[src/rtl/ifetch.sv]
// Instruction fetch unit.
// Requests one instruction word at a time from instruction memory, holds it for
// the decoder until it is consumed, then advances pc sequentially or to a
// redirect target. Each instruction walks REQ -> WAIT -> HOLD; the request,
// response and consume handshakes each cost at least one cycle.
module ifetch #(
  parameter logic [31:0] RESET_PC = 32'h0000_0000
) (
  input  logic        clk,
  input  logic        rst,
  output logic        imem_req_valid,
  input  logic        imem_req_ready,
  output logic [31:0] imem_addr,
  input  logic        imem_rsp_valid,
  input  logic [31:0] imem_rsp_data,
  output logic        dec_valid,
  input  logic        dec_ready,
  output logic [31:0] instr,
  output logic [6:0]  op,
  output logic [2:0]  funct3,
  output logic        funct7,
  output logic [31:0] pc,
  input  logic        pcSrc,
  input  logic [31:0] pc_target,
  output logic        illegal,
  output logic [31:0] retired
);

  // Canonical nop (addi x0, x0, 0) held after reset so the decode fields are benign.
  localparam logic [31:0] NOP_INSTR = 32'h0000_0013;

  // Word-aligned reset address, so a misconfigured parameter cannot leave pc misaligned.
  localparam logic [31:0] RESET_PC_ALIGNED = RESET_PC & 32'hFFFF_FFFC;

  typedef enum logic [1:0] {
    S_REQ  = 2'd0,
    S_WAIT = 2'd1,
    S_HOLD = 2'd2
  } state_e;

  state_e      state_q, state_d;
  logic [31:0] pc_q, pc_d;
  logic [31:0] instr_q, instr_d;
  logic [31:0] retired_q, retired_d;
  logic        consume_s;

  // Address of the next instruction once the held one is consumed.
  // The redirect target is forced word-aligned; the sequential path wraps mod 2^32.
  function automatic logic [31:0] next_pc(input logic [31:0] cur_pc,
                                          input logic        taken,
                                          input logic [31:0] target);
    logic [31:0] result;
    if (taken) begin
      result = target & 32'hFFFF_FFFC;
    end else begin
      result = cur_pc + 32'd4;
    end
    return result;
  endfunction

  // A 32-bit base-ISA word always ends in 2'b11; anything else is flagged.
  function automatic logic is_illegal(input logic [31:0] word);
    return (word[1:0] != 2'b11);
  endfunction

  assign consume_s = (state_q == S_HOLD) && dec_ready;

  // Next-state, pc, instruction and retire-count logic.
  always_comb begin
    state_d   = state_q;
    pc_d      = pc_q;
    instr_d   = instr_q;
    retired_d = retired_q;
    case (state_q)
      S_REQ: begin
        // Responses arriving here are stray and are dropped.
        if (imem_req_ready) begin
          state_d = S_WAIT;
        end else begin
          state_d = S_REQ;
        end
      end
      S_WAIT: begin
        if (imem_rsp_valid) begin
          instr_d = imem_rsp_data;
          state_d = S_HOLD;
        end else begin
          state_d = S_WAIT;
        end
      end
      S_HOLD: begin
        // pcSrc/pc_target only matter in the consume cycle.
        if (consume_s) begin
          pc_d      = next_pc(pc_q, pcSrc, pc_target);
          retired_d = retired_q + 32'd1;
          state_d   = S_REQ;
        end else begin
          state_d = S_HOLD;
        end
      end
      default: begin
        state_d = S_REQ;
      end
    endcase
  end

  // Handshake outputs decoded from the state register only.
  always_comb begin
    imem_req_valid = 1'b0;
    dec_valid      = 1'b0;
    case (state_q)
      S_REQ: begin
        imem_req_valid = 1'b1;
      end
      S_WAIT: begin
        imem_req_valid = 1'b0;
      end
      S_HOLD: begin
        dec_valid = 1'b1;
      end
      default: begin
        imem_req_valid = 1'b0;
        dec_valid      = 1'b0;
      end
    endcase
  end

  // State registers with synchronous reset that overrides every input.
  always_ff @(posedge clk) begin
    if (rst) begin
      state_q   <= S_REQ;
      pc_q      <= RESET_PC_ALIGNED;
      instr_q   <= NOP_INSTR;
      retired_q <= 32'd0;
    end else begin
      state_q   <= state_d;
      pc_q      <= pc_d;
      instr_q   <= instr_d;
      retired_q <= retired_d;
    end
  end

  // Everything below comes straight from registers, so imem_addr and the
  // decode fields are stable for as long as the owning state persists.
  assign imem_addr = pc_q;
  assign pc        = pc_q;
  assign instr     = instr_q;
  assign op        = instr_q[6:0];
  assign funct3    = instr_q[14:12];
  assign funct7    = instr_q[30];
  assign illegal   = is_illegal(instr_q);
  assign retired   = retired_q;

endmodule

[config.mk]
export PLATFORM = sky130hd
export DESIGN_NAME = ifetch
export DESIGN_NICKNAME = d
export VERILOG_FILES = /design/src/rtl/ifetch.sv
export SDC_FILE = /design/constraint.sdc
export NUM_CORES = 1
export LEC_CHECK = 0
export ABC_AREA = 1
export BUFFER_PORTS_ARGS = -buffer_cell sky130_fd_sc_hd__buf_2
export CAP_MARGIN = 0
export CORE_MARGIN = 5
export CORE_UTILIZATION = 55
export CTS_BUF_LIST = sky130_fd_sc_hd__clkbuf_4
export CTS_CLUSTER_SIZE = 28
export DETAILED_ROUTE_END_ITERATION = 6
export PLACE_DENSITY = 0.89
export SLEW_MARGIN = 20
export SYNTH_ARGS = -nofsm -noshare
export SYNTH_HDL_FRONTEND = slang
export SYNTH_SLANG_ARGS = --single-unit
[constraint.sdc]
create_clock -name clk -period 4.6 [get_ports clk]
set_clock_uncertainty 0.05 [all_clocks]
set_input_delay 0.46 -clock clk [delete_from_list [all_inputs] [get_ports clk]]
set_output_delay 0.46 -clock clk [all_outputs]
set_load 0.005 [all_outputs]
# Word level (Yosys, flattened, before mapping)
# Cells that the tools add are included.
# W data, S select, Z words.
[op_classes]
add_sub_neg = 2
mul = 0
div = 0
magnitude_cmp = 0
eq_ne = 3
shift = 0
n_mux = 7
bitwise_logic = 0
reduce_logical = 4
[ops]
columns = ["operator", "n"]
rows = [
  ["$add A32 B1 Y32 const B", 1],
  ["$add A32 B3 Y32 const B", 1],
  ["$mux W32", 1],
  ["$pmux W2 S3", 1],
  ["$mux W2", 2],
  ["$reduce_and A2 Y1", 2],
  ["$mux W1", 3],
  ["$eq A2 B1 Y1 const B", 1],
  ["$eq A2 B2 Y1 const B", 1],
  ["$logic_not A2 Y1", 1],
  ["$ne A2 B2 Y1 const B", 1],
  ["$logic_and A1 B1 Y1", 1],
]
[word_totals]
ff_bits = 98
latch_bits = 0
ramBits = 0
mem_bits_ro = 0
input_bits = 70
output_inout_bits = 142
word_cells = 20
memories = 0

# Depth between registers and ports, before layout
# Gate-level depths: netlist (run 1).
[depth]
word_depth = 4
depth_mapped = 10
mapped_depth_nobuf = 10

# Worst setup path before layout (run 1)
# OpenSTA, ideal clock, no wires.
[synth_timing]
path_kind = "reg-to-reg"
from = "register pc_q[2], in the netlist imem_addr[2]"
to = "register pc_q[24], in the netlist imem_addr[24]"
setup_ps = 132
arrival_ps = 1409
t_required_ps = 4418
slack_ps = 3009
stages_incl_launch_ff = 11
n_path_buf = 0
period_less_slack_ps = 1591
cell_sequence = "dfxtp_1 -> ha_1 -> nand2_1 -> nor2_1 -> nand2_1 -> nor2_1 -> nand2_1 -> nand2_1 -> nand3_1 -> nand2_1 -> a21oi_1"
[synth_between]
elab_chain_cells = 2
[synth_rtl]
columns = ["element", "line_no", "text"]
rows = [
  ["from (decl)", "42", "logic [31:0] pc_q, pc_d;"],
  ["from (signal assigned)", "137", "pc_q <= pc_d;"],
  ["$add A32 B3 Y32", "56", "result = cur_pc + 32'd4;"],
  ["$mux W32", "53", "if (taken) begin"],
]
# No other way between the ends.
# A chain may end at the register's enable or synchronous reset.

# Worst setup path in the final report (run 1)
# Same ends and word-level chain as after synthesis.

==> metrics.txt, run 1 <==
pin count of the biggest net entering global routing=50; fmax=0.503 GHz; Post-synth EDFFs=0; Total GRT Usage=24.7%; hold path endpoint=instr[14]$_SDFFE_PP0P_; n_diodes=0; max incr delay on CP=0.45 ns; Die X-Extent=110 um; Area contributors post-synth=dfxtp_1 35%, nand2_1 17%, nor2_1 13%, buf_4 6.3%, o21ai_0 5.4%; Starting Density=56.1%; Slew HR=34.3%; DRT antenna net count=0; post-synthesis async set-or-reset flop share=0%; Longest Clk Path Bufs=2; final cycle utilization of the critical path=43.2%; port buffer count=205; cts repair resizes=0; synthesized area=5460 um2; first-pass GRT wire length=24.1 mm; floorplan row count=36; Worst Path Required=4.86 ns; CP Launch Type=register; most frequent cells after synthesis=254 x nand2_1, 185 x nor2_1, 96 x dfxtp_1; routed vias/inst=5.05; Power Density=226 nW/um2; Final Max Tran Viols=0; post-synth top area share=35.2%; Worst-Margin Slew=0.985 ns; CTS tree=yes; Max Cap Violations=0; # H-tree levels=3; core area=9730 um2; internal power=1.03 mW; total CTS buffers=9; Hold Fails Final Rpt=0; r2r endpoint=imem_addr[24]$_SDFFE_PP0P_; cell mode on critical path=nand2_1; Clk pwr share=29.3%; Leakage=2.91 nW; flops & latches, synth=96; clk slew on worst S/H paths=0.18 ns; most frequent cell after synthesis=nand2_1; hold_sp=imem_rsp_data[14]; YS warnings=0; unrepaired setup endpoints after global routing=false; post-DP HPWL=11.0 mm; Tmin final=1.99 ns; routability cong.=0.939; final worst slack=2.61 ns; drt first pass iters=5; Initial DRC Count=383; Routed WL per cell=12.6 um; I/O pin count=212; Combinational Power Share=10.2%; Setup TNS Final=0 ns; Place WS=2.53 ns; DIE AREA=12000 um2; largest area contributor in the netlist=dfxtp_1; Vias=5893; Synth Flop Type=dfxtp_1; CP cell instances=ha_1 -> nand2_1 -> nor2_1 -> nand2_1 -> nor2_1 -> nand2_1 -> nand2_1 -> nand3_1 -> nand2_1 -> a21oi_1; Crit Path Max Fanout=6; Chip Height=110 um; Final #Nets=1102; VDD IR max=0.193 mV; vias in the first global route=5412; Arrival @ worst endpoint=2.25 ns; Post-Synthesis Cells=881; Setup crit end kind=register; Switch Pwr=0.402 mW; syn_area_per_cell=6.19 um2; worst skew pair latency=0.45 ns; Post-route DRC=0; total grt overflow=0; # Post-CTS Setup Buffers=0; status=complete, no violations; Sequential Power Share=60.5%; share of cells above drive strength 1=23.6%; Routed WL=14.7 mm; Root Buffer=clkbuf_4; Setup violations, final=0; Power Total=1.44 mW; Hold Path Depth=3; Synth cell types=38; clk sink count=96; worst reg2reg path startpoint=imem_addr[2]$_SDFFE_PP0P_; antenna violations before repair=0; CP Buf/Inv Count=0; delay-heaviest family, CP=simple AND/OR/NAND/NOR gates; Reg2Reg Setup Slack=2.61 ns; Area growth syn-to-layout=16.6%; register area share after synthesis=35.2%; R2R cell count=10; CP Class=register to register; Net Sw Frac=28.0%; CTS Hold Bufs=0; Hold Path Class=input port to register; highest-delay cell along the critical path=dfxtp_1
-- logic make-up after synthesis --
kind of cell | synth area share, %
simple gates | 39.3
buf+inv | 12.4
compound gates | 11.7
flops | 35.2
xor+xnor | 0.803
fa+ha+maj | 0.459
other cells | 0.0687
-- registers in the layout, indices dropped and copies added, names as in the netlist --
signal,count
state_q,2
imem_addr,30
retired,32
instr,32
-- cell usage in the layout (no fill, tap or decap), drive strengths merged, types with 2 or more instances in the layout --
master      n
a211oi      2
a21oi      50
a31oi       2
and2        2
buf       210
clkbuf      9
clkinv      3
clkinvlp    2
conb        4
dfxtp      96
ha          2
inv        60
nand2     256
nand3      43
nand3b      5
nand4       3
nor2      196
nor3       11
o21ai      61
o31ai       3
or2         4
xor2        5
-- per-layer routing --
layer / vias up / global-route usage, % / wire (um)
met1: 2626 / 29.8 / 6170
met4: 0 / 11.8 / 545
li1: 3036 / - / -
met5: - / 0 / 0
met3: 39 / 5.87 / 1220
met2: 192 / 41.5 / 6810
-- layout make-up --
| cell class | count | area, um2 |
|---|---|---|
| inverter | 58 | 218 |
| timing repair buffer | 210 | 1060 |
| multi-input combinational | 655 | 2870 |
| tap | 133 | 166 |
| fill | 949 | 3370 |
| clock inverter | 7 | 53.8 |
| clock buffer | 9 | 67.6 |
| sequential | 96 | 1920 |
-- worst register-to-register path, stage by stage, from the launching register on --
cell and delay (ns):
dfxtp_1 0.45, ha_1 0.20, nand2_1 0.07, nor2_1 0.32
nand2_1 0.15, nor2_1 0.27, nand2_1 0.09, nand2_1 0.06
nand3_1 0.06, nand2_1 0.07, a21oi_1 0.05
-- through the flow --
stage | area [um2] | hold slack [ns] | util (%) | std cells
finish | 6360 | 0.169 | 65.4 | 1168
floorplan | 5470 | 0.423 | - | 884
CTS | 6360 | 0.143 | 65.4 | 1168
global route | 6360 | 0.158 | 65.4 | 1168
global placement | 6240 | 0.418 | 64.1 | 1152
detailed placement | 6240 | 0.429 | 64.1 | 1152
-- how the worst max path moves through the flow --
stage	start	to	slack [ns]	cells past startpoint
CTS	imem_addr[2]$_SDFFE_PP0P_	imem_addr[24]$_SDFFE_PP0P_	2.63	10
floorplan	imem_addr[2]$_SDFFE_PP0P_	imem_addr[24]$_SDFFE_PP0P_	3.01	10
global route	imem_addr[3]$_SDFFE_PP0P_	imem_addr[24]$_SDFFE_PP0P_	2.44	10
detailed placement	imem_rsp_valid	state_q[1]$_SDFF_PP0_	2.53	6
finish	imem_addr[2]$_SDFFE_PP0P_	imem_addr[24]$_SDFFE_PP0P_	2.61	10
global placement	pcSrc	imem_addr[14]$_SDFFE_PP0P_	2.51	7
-- power groups by stage --
stage / combinational [mW] / sequential (mW) / clock, mW
finish: 0.146 / 0.869 / 0.421
global route: 0.166 / 0.873 / 0.460
CTS: 0.148 / 0.869 / 0.432
detailed placement: 0.147 / 0.886 / 0
global placement: 0.145 / 0.886 / 0
floorplan: 0.0842 / 0.887 / 0
Note: power is estimated with default switching activity, not from simulation.
==> run 2: changes to the inputs <==
- CORE_UTILIZATION: 55 -> 46
- PLACE_DENSITY: 0.89 -> 0.79
- clock period: 4.6 -> 1.6 ns (I/O delays scaled with it)
==> metrics.txt, run 2 (synthesized netlist as in run 1, its figures left out) <==
status=complete, no violations; core area=11500 um2; # H-tree levels=3; Post-route DRC=0; cell mode on critical path=buf_4; most frequent cells in the layout=248 x nand2_1, 205 x buf_2, 168 x nor2_1; design area=7600 um2; Longest Clk Path Bufs=2; Chip Height=119 um; Routed WL=18.2 mm; Setup crit end kind=register; highest-delay cell along the critical path=dfxtp_2; Power Density=582 nW/um2; total CTS buffers=9; Setup violations, final=0; clk sink count=96; CP Launch Type=register; Final #Nets=1214; VDD IR max=0.668 mV; Starting Density=47.4%; DP Cell Count=1212; drt first pass iters=5; antenna violations before repair=0; Vias=6530; Hold Fails Final Rpt=0; floorplan row count=39; Tmin final=1.53 ns; Area after DPL=6650 um2; post-DP HPWL=12.3 mm; port buffer count=205; Arrival @ worst endpoint=1.90 ns; first-pass GRT wire length=28.7 mm; Max Cap Violations=0; Crit Path Max Fanout=6; Worst Path Required=1.96 ns; fmax=0.652 GHz; Hold WS=0.0273 ns; total grt overflow=0; R2R cell count=8; DIE AREA=14100 um2; DRT antenna net count=0; Initial DRC Count=422; Hold Path Class=input port to register; unrepaired setup endpoints after global routing=true; max incr delay on CP=0.36 ns; pin count of the biggest net entering global routing=37; Routed WL per cell=14.1 um; CP cell instances=buf_4 -> nand2_2 -> nor2_4 -> nand4_1 -> buf_4 -> nor3_2 -> o21ai_1 -> a21oi_1; Final Max Tran Viols=0; Hold Path Depth=5; utilization after layout=66.0%; final cycle utilization of the critical path=95.9%; Root Buffer=clkbuf_4; vias in the first global route=6023; Die X-Extent=119 um; I/O pin count=212; worst skew pair latency=0.48 ns; routed vias/inst=5.06; CTS tree=yes; Area growth syn-to-layout=39.3%; CP Class=register to register; Total GRT Usage=24.5%; routability cong.=0.892; n_diodes=0; Leakage=3.48 nW; Non-Filler Instances=1290; leading cell type in the layout, fill and taps excluded=nand2_1; clk slew on worst S/H paths=0.17 ns; share of cells above drive strength 1=31.6%
## run 2: path summary, 6_finish.rpt
kind                             start                    endpoint  slack (ns)
max          imem_addr[3]$_SDFFE_PP0P_  imem_addr[11]$_SDFFE_PP0P_        0.07
min                      pc_target[27]  imem_addr[27]$_SDFFE_PP0P_        0.03
max reg2reg  imem_addr[3]$_SDFFE_PP0P_  imem_addr[11]$_SDFFE_PP0P_        0.07
min reg2reg   retired[19]$_SDFFE_PP0P_    retired[19]$_SDFFE_PP0P_        0.42
## run 2: final cells by class
class                      count  area (um2)
tap                          143         179
clock buffer                   9        67.6
clock inverter                 7        61.3
timing repair buffer         322        2080
multi-input combinational    655        3030
inverter                      58         218
fill                         973        3920
sequential                    96        1960
## run 2: worst max-delay path: cells and delay by family, from the launching register on
kind / cells / cell delay [ns]
flops: 1 / 0.36
buf+inv: 2 / 0.29
simple gates: 4 / 0.52
compound gates: 2 / 0.24
## run 2: power breakdown
part           total [mW]  internal, mW  switching (mW)
clock network        1.32         0.353           0.967
logic               0.605         0.306           0.299
registers            2.49          2.45          0.0436
## run 2: what timing repair did
item                                    4_1_cts  5_1_grt
pin swaps                                     0       13
hold endpoints to repair                     55        0
endpoints found under the setup margin       11       47
hold buffers                                 56        0
gates resized for setup                       8       77
buffers inserted                              0        6
## run 2: per-stage QoR
| stage | TNS (ns) | worst slack (ns) | power, mW |
|---|---|---|---|
| after floorplan | 0 | 0.00869 | 2.79 |
| after global placement | -0.0236 | -0.0236 | 3.00 |
| after detailed placement | -0.0601 | -0.0520 | 3.01 |
| after CTS | 0 | 0.0225 | 4.38 |
| after global routing | -0.137 | -0.0404 | 4.60 |
| final | 0 | 0.0652 | 4.42 |
## run 2: per-layer routing
layer / vias to the layer above / track usage (%) / routed length, um
li1: 3255 / - / -
met1: 2904 / 28.9 / 7150
met2: 320 / 42.1 / 8740
met3: 51 / 6.54 / 1650
met4: 0 / 10.2 / 615
met5: - / 0 / 0
